### config.mk
export PLATFORM = sky130hd
export DESIGN_NAME = locked_adder_acc
export DESIGN_NICKNAME = d
export VERILOG_FILES = /design/src/rtl/locked_adder_acc.sv
export SDC_FILE = /design/constraint.sdc
export NUM_CORES = 1
export LEC_CHECK = 0
export ABC_AREA = 1
export CAP_MARGIN = 20
export CORE_AREA = 2 2 68 70
export CTS_BUF_LIST = sky130_fd_sc_hd__clkbuf_4 sky130_fd_sc_hd__clkbuf_8
export CTS_CLUSTER_DIAMETER = 80
export DETAILED_ROUTE_END_ITERATION = 10
export DIE_AREA = 0 0 70 72
export GPL_TIMING_DRIVEN = 0
export PLACE_DENSITY = 0.74
export SLEW_MARGIN = 20
export SYNTH_ARGS = -nofsm -noshare
export SYNTH_HDL_FRONTEND = slang
export SYNTH_SLANG_ARGS = --single-unit
### constraint.sdc
create_clock -name clk -period 12.3 [get_ports clk]
set_input_delay 1.23 -clock clk [delete_from_list [all_inputs] [get_ports clk]]
set_output_delay 1.23 -clock clk [all_outputs]
set_load 0.03 [all_outputs]
### src/rtl/locked_adder_acc.sv
// Key-locked WIDTH-bit ripple-carry adder/accumulator with a serially loaded key
// and valid/ready operand and result handshakes.
module locked_adder_acc #(
   parameter int WIDTH     = 8,
   parameter int KEY_WIDTH = 2*WIDTH
) (
   input  logic             clk,
   input  logic             rst_n,
   input  logic             key_in,
   input  logic             key_shift,
   input  logic             key_clear,
   output logic             key_loaded,
   input  logic             in_valid,
   output logic             in_ready,
   input  logic [WIDTH-1:0] a,
   input  logic [WIDTH-1:0] b,
   input  logic             cin,
   input  logic             acc_en,
   output logic             out_valid,
   input  logic             out_ready,
   output logic [WIDTH-1:0] sum,
   output logic             cout
);

   localparam int CNT_W = $clog2(KEY_WIDTH + 1);

   if (KEY_WIDTH != 2*WIDTH) begin : g_bad_key_width
      $error("locked_adder_acc: KEY_WIDTH must equal 2*WIDTH");
   end
   if (WIDTH < 2) begin : g_bad_width
      $error("locked_adder_acc: WIDTH must be at least 2");
   end

   typedef enum logic {KEY_LOAD, ACTIVE} state_t;

   state_t               r_state;
   state_t               w_state_nxt;
   logic [KEY_WIDTH-1:0] r_key;
   logic [CNT_W-1:0]     r_cnt;
   logic [WIDTH-1:0]     r_acc;
   logic [WIDTH-1:0]     r_sum;
   logic                 r_cout;
   logic                 r_valid;
   logic                 w_accept;
   logic                 w_last_shift;
   logic [WIDTH-1:0]     w_sum;
   logic [WIDTH:0]       w_carry;
   logic                 w_x;
   logic                 w_s;

   assign w_last_shift = key_shift && (r_cnt == CNT_W'(KEY_WIDTH - 1));
   assign key_loaded   = (r_state == ACTIVE);
   assign in_ready     = (r_state == ACTIVE) && (!r_valid || out_ready);
   assign w_accept     = in_valid && in_ready;
   assign out_valid    = r_valid;
   assign sum          = r_sum;
   assign cout         = r_cout;

   always_ff @(posedge clk) begin
      if (!rst_n) r_state <= KEY_LOAD;
      else        r_state <= w_state_nxt;
   end

   always_comb begin
      w_state_nxt = r_state;
      if (key_clear) begin
         w_state_nxt = KEY_LOAD;
      end else begin
         unique case (r_state)
            KEY_LOAD: if (w_last_shift) w_state_nxt = ACTIVE;
            ACTIVE:   w_state_nxt = ACTIVE;
            default:  w_state_nxt = KEY_LOAD;
         endcase
      end
   end

   // Even key bits sit on XNOR sum gates, odd key bits on XOR carry gates.
   always_comb begin
      w_carry    = '0;
      w_sum      = '0;
      w_x        = 1'b0;
      w_s        = 1'b0;
      w_carry[0] = cin;
      for (int unsigned i = 0; i < WIDTH; i++) begin
         w_x          = acc_en ? r_acc[i] : a[i];
         w_s          = w_x ^ b[i] ^ w_carry[i];
         w_sum[i]     = ~(w_s ^ r_key[2*i]);
         w_carry[i+1] = ((w_x & b[i]) | (w_x & w_carry[i]) | (b[i] & w_carry[i]))
                        ^ r_key[2*i+1];
      end
   end

   always_ff @(posedge clk) begin
      if (!rst_n) begin
         r_key   <= '0;
         r_cnt   <= '0;
         r_acc   <= '0;
         r_sum   <= '0;
         r_cout  <= 1'b0;
         r_valid <= 1'b0;
      end else if (key_clear) begin
         r_key   <= '0;
         r_cnt   <= '0;
         r_acc   <= '0;
         r_valid <= 1'b0;
      end else begin
         if ((r_state == KEY_LOAD) && key_shift) begin
            r_key <= {r_key[KEY_WIDTH-2:0], key_in};
            r_cnt <= r_cnt + 1'b1;
         end
         // Accept wins over pop so a simultaneous pop+accept keeps out_valid high.
         if (w_accept) begin
            r_sum   <= w_sum;
            r_cout  <= w_carry[WIDTH];
            r_acc   <= w_sum;
            r_valid <= 1'b1;
         end else if (out_ready) begin
            r_valid <= 1'b0;
         end
      end
   end

endmodule
==> results.txt, run 1 <==
- For this run, the slowest stage of the critical path takes 0.45 ns.
- The final layout contains routed wiring with a total length of 3939 µm.
* WP data arrival: 6.40 ns
- The floorplan step defined a die boundary enclosing 5040 µm².
* Placed Instances: 348
- The slowest stage of the critical path is the sky130_fd_sc_hd__fa_1 cell.
- Power per cell area: 102.8 nW/µm²
- Xor and xnor area share after synthesis: 4.678%
* Total net switching power: 0.06724 mW
- In this run the critical register-to-register path is captured at r_acc[7]$_SDFFE_PP0P_.
- Setup repair after global routing left no endpoint under its margin.
- Library cell occupying the most area in the post-synthesis netlist: sky130_fd_sc_hd__dfxtp_1
- Following the worst setup path forward leads to its endpoint at r_acc[7]$_SDFFE_PP0P_.
* Worst-path cell chain: clkdlybuf4s50_1, nor2_1, a21oi_1, fa_1, xnor2_1, fa_1, xor2_1, fa_1, xor2_1, fa_1, xor2_1, fa_1, xor2_1, fa_1, xor2_1, fa_1, xnor2_1, fa_1, xnor2_1, o21ai_0, nor2_1
* Portion of the clock cycle consumed by the worst path in the final layout: 50.55%
* Post-DR wirelength/cell: 11.10 µm
- In the layout the commonest cells are sky130_fd_sc_hd__nand2_1, sky130_fd_sc_hd__dfxtp_1, sky130_fd_sc_hd__nor2_1.
- For this design the static power due to leakage is 1.114 nW.
- The number of global-route vias before repair is 1,549.
- Detailed Routing Iterations Pass 1: 4
- Number of gates resized after CTS: 0
- Row generation in the floorplan step produced 24 rows.
- At the end of routability-driven placement, the weighted congestion stood at 0.7885.
- Shortest period the worst path allows: 6.218 ns
- The final count of pins violating max slew is 0.
- The detail route stage leaves a number of antenna-violating nets equal to 0.
* Grt ovf: 0
- Relative to the synthesized area, the layout overhead comes to 23.15%.
- The number of antenna violations at the first check in global routing was 0.
- The worst hold path belongs to the class reg -> reg.
* Top-area cell type share of the netlist area: 38.88%
- Iteration-0 DRC Markers: 75
- Clock insertion delay at the later pin of the skew report: 0.28 ns
- Summing over every cut layer, the via total after detailed routing is 1,673.
* Netlist cell types: 24
- Measured slew at the worst slew-check pin: 0.3094 ns
- Entering global routing, the biggest net connects 12 pins.
* Cell-internal power: 0.1936 mW
- The first global-routing pass estimated 7038 µm of wire.
- Data required time of the critical path: 12.48 ns
- Clock Pin Slew Worst Setup and Hold Paths: 0.07 ns
- Relative slew margins: 79.31%
- Sequential elements use 38.88% of the synthesized area.
- From left edge to right edge, the die measures 70 µm.
- When the netlist entered floorplanning its net count stood at 298.
- Flop-to-flop setup slack: 7.12 ns
* Setup fix buffers added after clock tree synthesis: 0
* Mapped Area: 2059 µm²
* Element type at the critical path end: flip-flop
- In the final design database the tool counted 338 nets.
- The synthesized netlist devotes 11.36% of its cell area to compound gates.
- Final setup violation count: 0
* Fraction of the mapped netlist area in simple logic gates: 21.20%
- Routed via count divided by cell count: 4.713
- Synth Area in Adders: 8.991%
* Main combinational cell family by area after synthesis: simple AND/OR/NAND/NOR gates
- Layout Skew: 0.004218 ns
- TritonCTS created 5 clock buffers.
* Most common cell type on the critical path: sky130_fd_sc_hd__fa_1
* Kind of launch point of the worst setup path: input pin
- Number of instances in the synthesized netlist: 263
- Input/output buffers: 33
- Status: finished clean
- The finished layout holds 355 standard cells, fillers aside.
- The clock network burns 31.8% of the power.
* Max-cap violations: 0
* Final HPWL DP: 3012 µm
* Setup Total Neg Slack: 0 ns
* Launch point of the worst path: a[0]
- Filler cell count in the final layout: 401
* Most area-consuming cells after synthesis: sky130_fd_sc_hd__dfxtp_1, sky130_fd_sc_hd__nand2_1, sky130_fd_sc_hd__fa_1, sky130_fd_sc_hd__nor2_1, sky130_fd_sc_hd__inv_1
- Largest voltage drop on the vdd net: 55.95 µV
- The Yosys step of the flow raised 0 warnings.
- Starting Density: 48.30%
- Post-synthesis mux area share: 2.916%
* Number of synthesized register bits: 40
- Logic pwr share: 17.1%
- In this run the worst path has a maximum fanout of 2.
- Ratio of cells with drive above 1 in the final layout: 9.571%
- By startpoint and endpoint, the worst setup path is classified as in -> reg.
- The core region is 4264 µm².
- Final hold violation count: 0
- Timing would allow up to 160.8 MHz.
* TritonCTS clock tree: yes
- Die H: 72 µm
- For this design, the CTS-stage hold fixing added 0 buffers.
* Worst R2R Start: r_acc[0]$_SDFFE_PP0P_
- The clock tree synthesis step divided the H-tree into 2 levels.
- The library cell used most frequently in the layout, excluding fill and tap cells, is sky130_fd_sc_hd__nand2_1.
* Proportion of total power due to net switching: 25.78%
- The average instance in the mapped netlist occupies 7.831 µm².
- No sink is reached through more buffers than the 2 on the longest clock path.
* Clock Sinks: 40
* Depth of the worst register-to-register path: 20
- Top Ports: 37
* Part of the total power dissipated in sequential elements: 51.1%
- The repair_antennas step left the layout with diodes totalling 0.
* Global routing usage summed across all routing layers: 17.54%
* Number of cells traversed by the worst hold path: 2
* DRC violations left: 0
* Cell chosen for the clock root: sky130_fd_sc_hd__clkbuf_8
## final cells by class
cell class / instances / area, µm² / share of cell area [%]
Sequential cell: 40 / 800.8 / 31.57
Buffer: 11 / 100.1 / 3.947
Clock inverter: 1 / 5.005 / 0.1973
Multi-Input combinational cell: 173 / 1012 / 39.91
Tap cell: 52 / 65.06 / 2.565
Clock buffer: 6 / 76.32 / 3.009
Timing Repair Buffer: 33 / 330.3 / 13.02
Inverter: 39 / 146.4 / 5.772
## stage by stage
stage                     area [µm²]  util (%)  setup WS, ns  total power [mW]  hold WS [ns]
after global routing            2536     59.48         5.721            0.2771        0.4954
after CTS                       2536     59.48         6.076            0.2633        0.4647
final                           2536     59.48         6.082            0.2608        0.4664
after floorplan                 2059         -         6.184            0.1672        0.4431
after global placement          2455     57.57         5.798            0.1803        0.4495
after detailed placement        2455     57.57         5.773            0.1811        0.4530
## kinds of logic after synthesis
family	count (synthesis)
buf+inv	50
fa+ha+maj	10
flops	40
compound gates	44
simple gates	102
mux	6
xor+xnor	11
## power groups by stage
stage | sequential (mW) | clock, mW | combinational (mW)
after floorplan | 0.136 | 0 | 0.0314
after CTS | 0.133 | 0.0850 | 0.0451
after global routing | 0.134 | 0.0920 | 0.0516
after detailed placement | 0.136 | 0 | 0.0449
final | 0.133 | 0.0830 | 0.0445
after global placement | 0.136 | 0 | 0.0442
## flip-flops by register name, indices dropped and copies added, names as in the netlist
| register | flops |
|---|---|
| r_acc | 8 |
| cout | 1 |
| r_key | 16 |
| key_loaded | 1 |
| out_valid | 1 |
| r_cnt | 5 |
| sum | 8 |
## cell usage after synthesis
cell	number
sky130_fd_sc_hd__nand3_2	1
sky130_fd_sc_hd__nor2_2	1
sky130_fd_sc_hd__inv_1	35
sky130_fd_sc_hd__nor2_1	37
sky130_fd_sc_hd__buf_2	2
sky130_fd_sc_hd__xnor2_1	4
sky130_fd_sc_hd__a21oi_1	22
sky130_fd_sc_hd__mux2i_1	6
sky130_fd_sc_hd__nand2_4	2
sky130_fd_sc_hd__xor2_1	7
sky130_fd_sc_hd__o21bai_1	1
sky130_fd_sc_hd__a21oi_4	1
sky130_fd_sc_hd__ha_1	2
sky130_fd_sc_hd__o21ai_0	18
sky130_fd_sc_hd__nand4_4	1
sky130_fd_sc_hd__buf_6	6
sky130_fd_sc_hd__inv_2	4
sky130_fd_sc_hd__nand3_1	8
sky130_fd_sc_hd__nand2_1	51
sky130_fd_sc_hd__buf_4	3
sky130_fd_sc_hd__fa_1	8
sky130_fd_sc_hd__o21ai_1	2
sky130_fd_sc_hd__nand2_2	1
sky130_fd_sc_hd__dfxtp_1	40
## layer usage
metal / vias up / GRT usage, % / share of wire [%]
li1: 892 / - / -
met1: 741 / 22.25 / 47
met2: 35 / 30.26 / 47
met3: 5 / 3.472 / 4.1
met4: 0 / 5.769 / 1.4
met5: - / 0 / 0
## critical path, delay by kind of cell
kind,cells,cell delay [ns]
compound gates,2,0.23
xor+xnor,8,1.30
simple gates,2,0.14
fa+ha+maj,8,3.10
buf+inv,1,0.39
## how the worst min path moves through the flow
| stage | startpoint | endpoint | slack (ns) |
|---|---|---|---|
| 5_1_grt | r_acc[2]$_SDFFE_PP0P_ | r_acc[2]$_SDFFE_PP0P_ | 0.50 |
| 6_report | r_acc[4]$_SDFFE_PP0P_ | r_acc[4]$_SDFFE_PP0P_ | 0.47 |
| 4_1_cts | r_acc[4]$_SDFFE_PP0P_ | r_acc[4]$_SDFFE_PP0P_ | 0.46 |
| 3_3_place_gp | r_acc[4]$_SDFFE_PP0P_ | r_acc[4]$_SDFFE_PP0P_ | 0.45 |
| 2_1_floorplan | r_acc[1]$_SDFFE_PP0P_ | r_acc[1]$_SDFFE_PP0P_ | 0.44 |
| 3_5_place_dp | r_acc[4]$_SDFFE_PP0P_ | r_acc[4]$_SDFFE_PP0P_ | 0.45 |
(Power assumes the default switching activity.)
==> run 2, diff against run 1 <==
--- a/config.mk
+++ b/config.mk
@@ -13,7 +13,7 @@
 export DETAILED_ROUTE_END_ITERATION = 10
 export DIE_AREA = 0 0 70 72
 export GPL_TIMING_DRIVEN = 0
-export PLACE_DENSITY = 0.74
+export PLACE_DENSITY = 0.77
 export SLEW_MARGIN = 20
 export SYNTH_ARGS = -nofsm -noshare
 export SYNTH_HDL_FRONTEND = slang
==> constraint.sdc (replaced) <==
create_clock -name clk -period 5.2 [get_ports clk]
set_input_delay 0.52 -clock clk [delete_from_list [all_inputs] [get_ports clk]]
set_output_delay 0.52 -clock clk [all_outputs]
set_load 0.03 [all_outputs]
==> run 2 against run 1 <==
  * Sequential share of layout area fell by 1.3 points
  * Clock-buffer cell count rose by 2
  * Non-clock buffer count did not move
  * Power rose to 2.5 times the previous value
  * Flip-flop and latch count did not move
  * Setup slack got worse by 6.0 ns
  * Final area rose by 4.2%
  * Via count fell by 0.42%
  * Critical path type unchanged
  * Largest power group unchanged
  * Highest routed layer unchanged
==> results.txt, run 2 (synthesized netlist as in run 1, its figures left out) <==
* Status: finished clean
- Flop-to-flop setup slack: 0.24 ns (-6.88 ns)
- The maximum number of pins on one net before global-route repair came to 12 (unchanged).
* Largest voltage drop on the vdd net: 148.0 µV (+160%)
- Critical path class: in -> reg
- Post-DR wirelength/cell: 11.48 µm (+3.4%)
- Pre-CTS worst setup slack: -0.3500 ns (-6.122 ns)
* Depth of the worst register-to-register path: 20 (unchanged)
- Top Ports: 37 (unchanged)
- Number of buffers on the longest clock path: 2 (unchanged)
- Final slew viol count: 0 (unchanged)
- The number of antenna violations at the first check in global routing was 0 (unchanged).
- For hold timing, the worst endpoint is r_acc[3]$_SDFFE_PP0P_.
- The total number of placement rows was 24 (unchanged).
- Kind of launch point of the worst setup path: input pin
- The number of input and output port buffers inserted is 33 (unchanged).
- The area growth from synthesis to layout is 28.37%.
- The number of buffers added for setup after CTS came to 0 (unchanged).
* Hold WS: 0.4723 ns (+0.005886 ns)
- More flip-flops sit in one register than any other, and that register is r_key.
- STA classifies the critical path endpoint as a flip-flop.
* Routability congestion estimate: 0.7876 (-0.11%)
- Core Region: 4264 µm² (unchanged)
- The number of search-and-repair iterations in the first detailed-routing pass was 4 (unchanged).
- Number of flip-flops under the largest register name: 16 (unchanged)
- Dividing the final minimum period by the clock period gives 97.68%.
- The smallest setup slack after layout was 0.1209 ns (-5.961 ns).
* Capture instance of the worst register-to-register path: r_acc[7]$_SDFFE_PP0P_
- The depth of the worst hold-timing path is 2 (unchanged).
* Relative slew margins: 79.22% (-0.088 points)
- Die Footprint: 5040 µm² (unchanged)
- The sum of net half-perimeters after detailed placement is 2938 µm (-2.5%).
- The data arrival time of the worst path was 5.26 ns (-1.14 ns).
* Shortest period the worst path allows: 5.079 ns
- Ratio of cells with drive above 1 in the final layout: 15.13% (+5.6 points)
- The power density normalized to cell area came to 247.7 nW/µm² (+140%).
- Final hold violation count: 0 (unchanged)
- The total overflow reported by the global router was 0 (unchanged).
- The initial DRC count was 126 (+68%).
* Number of buffers created by CTS: 5 (unchanged)
* Number of nets at the end of the flow: 338 (unchanged)
- TritonCTS built the clock tree.
- Leading cell types in the layout, fill and taps excluded: sky130_fd_sc_hd__nand2_1, sky130_fd_sc_hd__dfxtp_1, sky130_fd_sc_hd__nor2_1
* Routed via count divided by cell count: 4.680 (-0.70%)
- Die H: 72 µm (unchanged)
* Number of diodes: 0 (unchanged)
* Class of the most critical hold timing path: reg -> reg
- The transition at the pin with the smallest max-transition slack came to 0.3107 ns (+0.001311 ns).
- Data required time of the critical path: 5.38 ns (-7.10 ns)
- The initial core utilization is 48.30% (unchanged).
- The total global routing track utilization is 17.49% (-0.050 points).
- Total number of vias: 1,666 (-0.42%)
- The tree is rooted in a sky130_fd_sc_hd__clkbuf_8.
- Biggest fanout along the worst timing path: 10 (+8)
- Static power due to leakage: 1.167 nW (+4.7%)
* Leading cell type in the layout, fill and taps excluded: sky130_fd_sc_hd__nand2_1
- The number of nets with antenna violations after detailed routing was 0 (unchanged).
- Wire length reported by the detailed router: 4086 µm (+3.7%)
- Layout Skew: 0.003998 ns (-0.0002203 ns)
- The x dimension of the die came to 70 µm (unchanged).
* Count of hold buffers inserted by post-cts repair: 0 (unchanged)
* Clock insertion delay at the later pin of the skew report: 0.29 ns (about the same)
* F_max: 196.9 MHz
- Global-route wire length before repair: 6975 µm (-0.90%)
- Clock Pin Slew Worst Setup and Hold Paths: 0.07 ns (about the same)
* DRC violations left: 0 (unchanged)
- The startpoint identified for the worst register-to-register timing path is r_acc[0]$_SDFFE_PP0P_.
- The worst hold path begins at r_acc[3]$_SDFFE_PP0P_.
* Clock Sinks: 40 (unchanged)
- Launch point of the worst path: acc_en
* Final setup violation count: 0 (unchanged)
- Filler cell count in the final layout: 377 (-6.0%)
- The number of global-route vias before repair is 1,542 (-0.45%).
- Clock H-tree levels: 2 (unchanged)
- Max-cap violations: 0 (unchanged)
-- run 2: cell types whose count changed in the layout (fill, tap and decap cells not counted), sizes merged --
cell           delta
clkdlybuf4s50     -3
clkbuf            +2
dlymetal6s2s      +3
clkinv            -1
-- run 2: how the worst max path moves through the flow --
stage / endpoint / slack (ns)
after CTS: r_acc[7]$_SDFFE_PP0P_ / -0.02
final: r_acc[7]$_SDFFE_PP0P_ / 0.12
after floorplan: r_acc[7]$_SDFFE_PP0P_ / 0.01
after detailed placement: r_acc[7]$_SDFFE_PP0P_ / -0.35
after global placement: sum[7]$_SDFFE_PN0P_ / -0.34
after global routing: r_acc[7]$_SDFFE_PP0P_ / -0.03
-- run 2: repair_timing --
action / 4_1_cts / 5_1_grt
resized for setup: 1 / 11
endpoints found under the setup margin: 2 / 3
pin swaps: 4 / 1
-- run 2: worst max-delay path: stages --
cell and delay [ns]:
sky130_fd_sc_hd__buf_4 0.17, sky130_fd_sc_hd__nor2_4 0.11, sky130_fd_sc_hd__a21oi_2 0.04, sky130_fd_sc_hd__fa_2 0.36, sky130_fd_sc_hd__xnor2_2 0.14, sky130_fd_sc_hd__fa_2 0.36
sky130_fd_sc_hd__xor2_2 0.16, sky130_fd_sc_hd__fa_2 0.34, sky130_fd_sc_hd__xor2_1 0.16, sky130_fd_sc_hd__fa_2 0.35, sky130_fd_sc_hd__xor2_2 0.16, sky130_fd_sc_hd__fa_2 0.36
sky130_fd_sc_hd__xor2_2 0.16, sky130_fd_sc_hd__fa_2 0.36, sky130_fd_sc_hd__xor2_2 0.15, sky130_fd_sc_hd__fa_2 0.36, sky130_fd_sc_hd__xnor2_2 0.15, sky130_fd_sc_hd__fa_1 0.48
sky130_fd_sc_hd__xnor2_2 0.16, sky130_fd_sc_hd__o21ai_1 0.16, sky130_fd_sc_hd__nor2_1 0.06
-- run 2: cell type report --
class,instances,area (µm²),area share (%)
clock buffers,8,97.59,3.691
plain buffers,11,102.6,3.881
multi-input cells,173,1094,41.36
flip-flops and latches,40,800.8,30.29
repair buffers,33,337.8,12.78
inverters,39,146.4,5.537
well taps,52,65.06,2.461
-- run 2: metal layers --
metal / global-route usage, % / wire length [µm]
met5: 0 / 0
met4: 7.051 / 73
met3: 3.472 / 154
met2: 29.21 / 2009
met1: 22.44 / 1848
-- run 2: per-stage QoR --
step | TNS, ns | power, mW | cells | util (%) | area (µm²)
floorplan | 0 | 0.4001 | 263 | - | 2087
global placement | -0.9310 | 0.4308 | 348 | 58.22 | 2482
detailed placement | -0.9626 | 0.4323 | 348 | 58.22 | 2482
CTS | -0.02158 | 0.6517 | 356 | 60.68 | 2587
global route | -0.02991 | 0.6864 | 356 | 62.00 | 2644
finish | 0 | 0.6548 | 356 | 62.00 | 2644
-- run 2: power by group --
part,switching (mW),total (mW),internal (mW)
logic,0.0605,0.118,0.0579
registers,0.00446,0.316,0.311
clock network,0.102,0.221,0.119
total,0.167,0.655,0.488
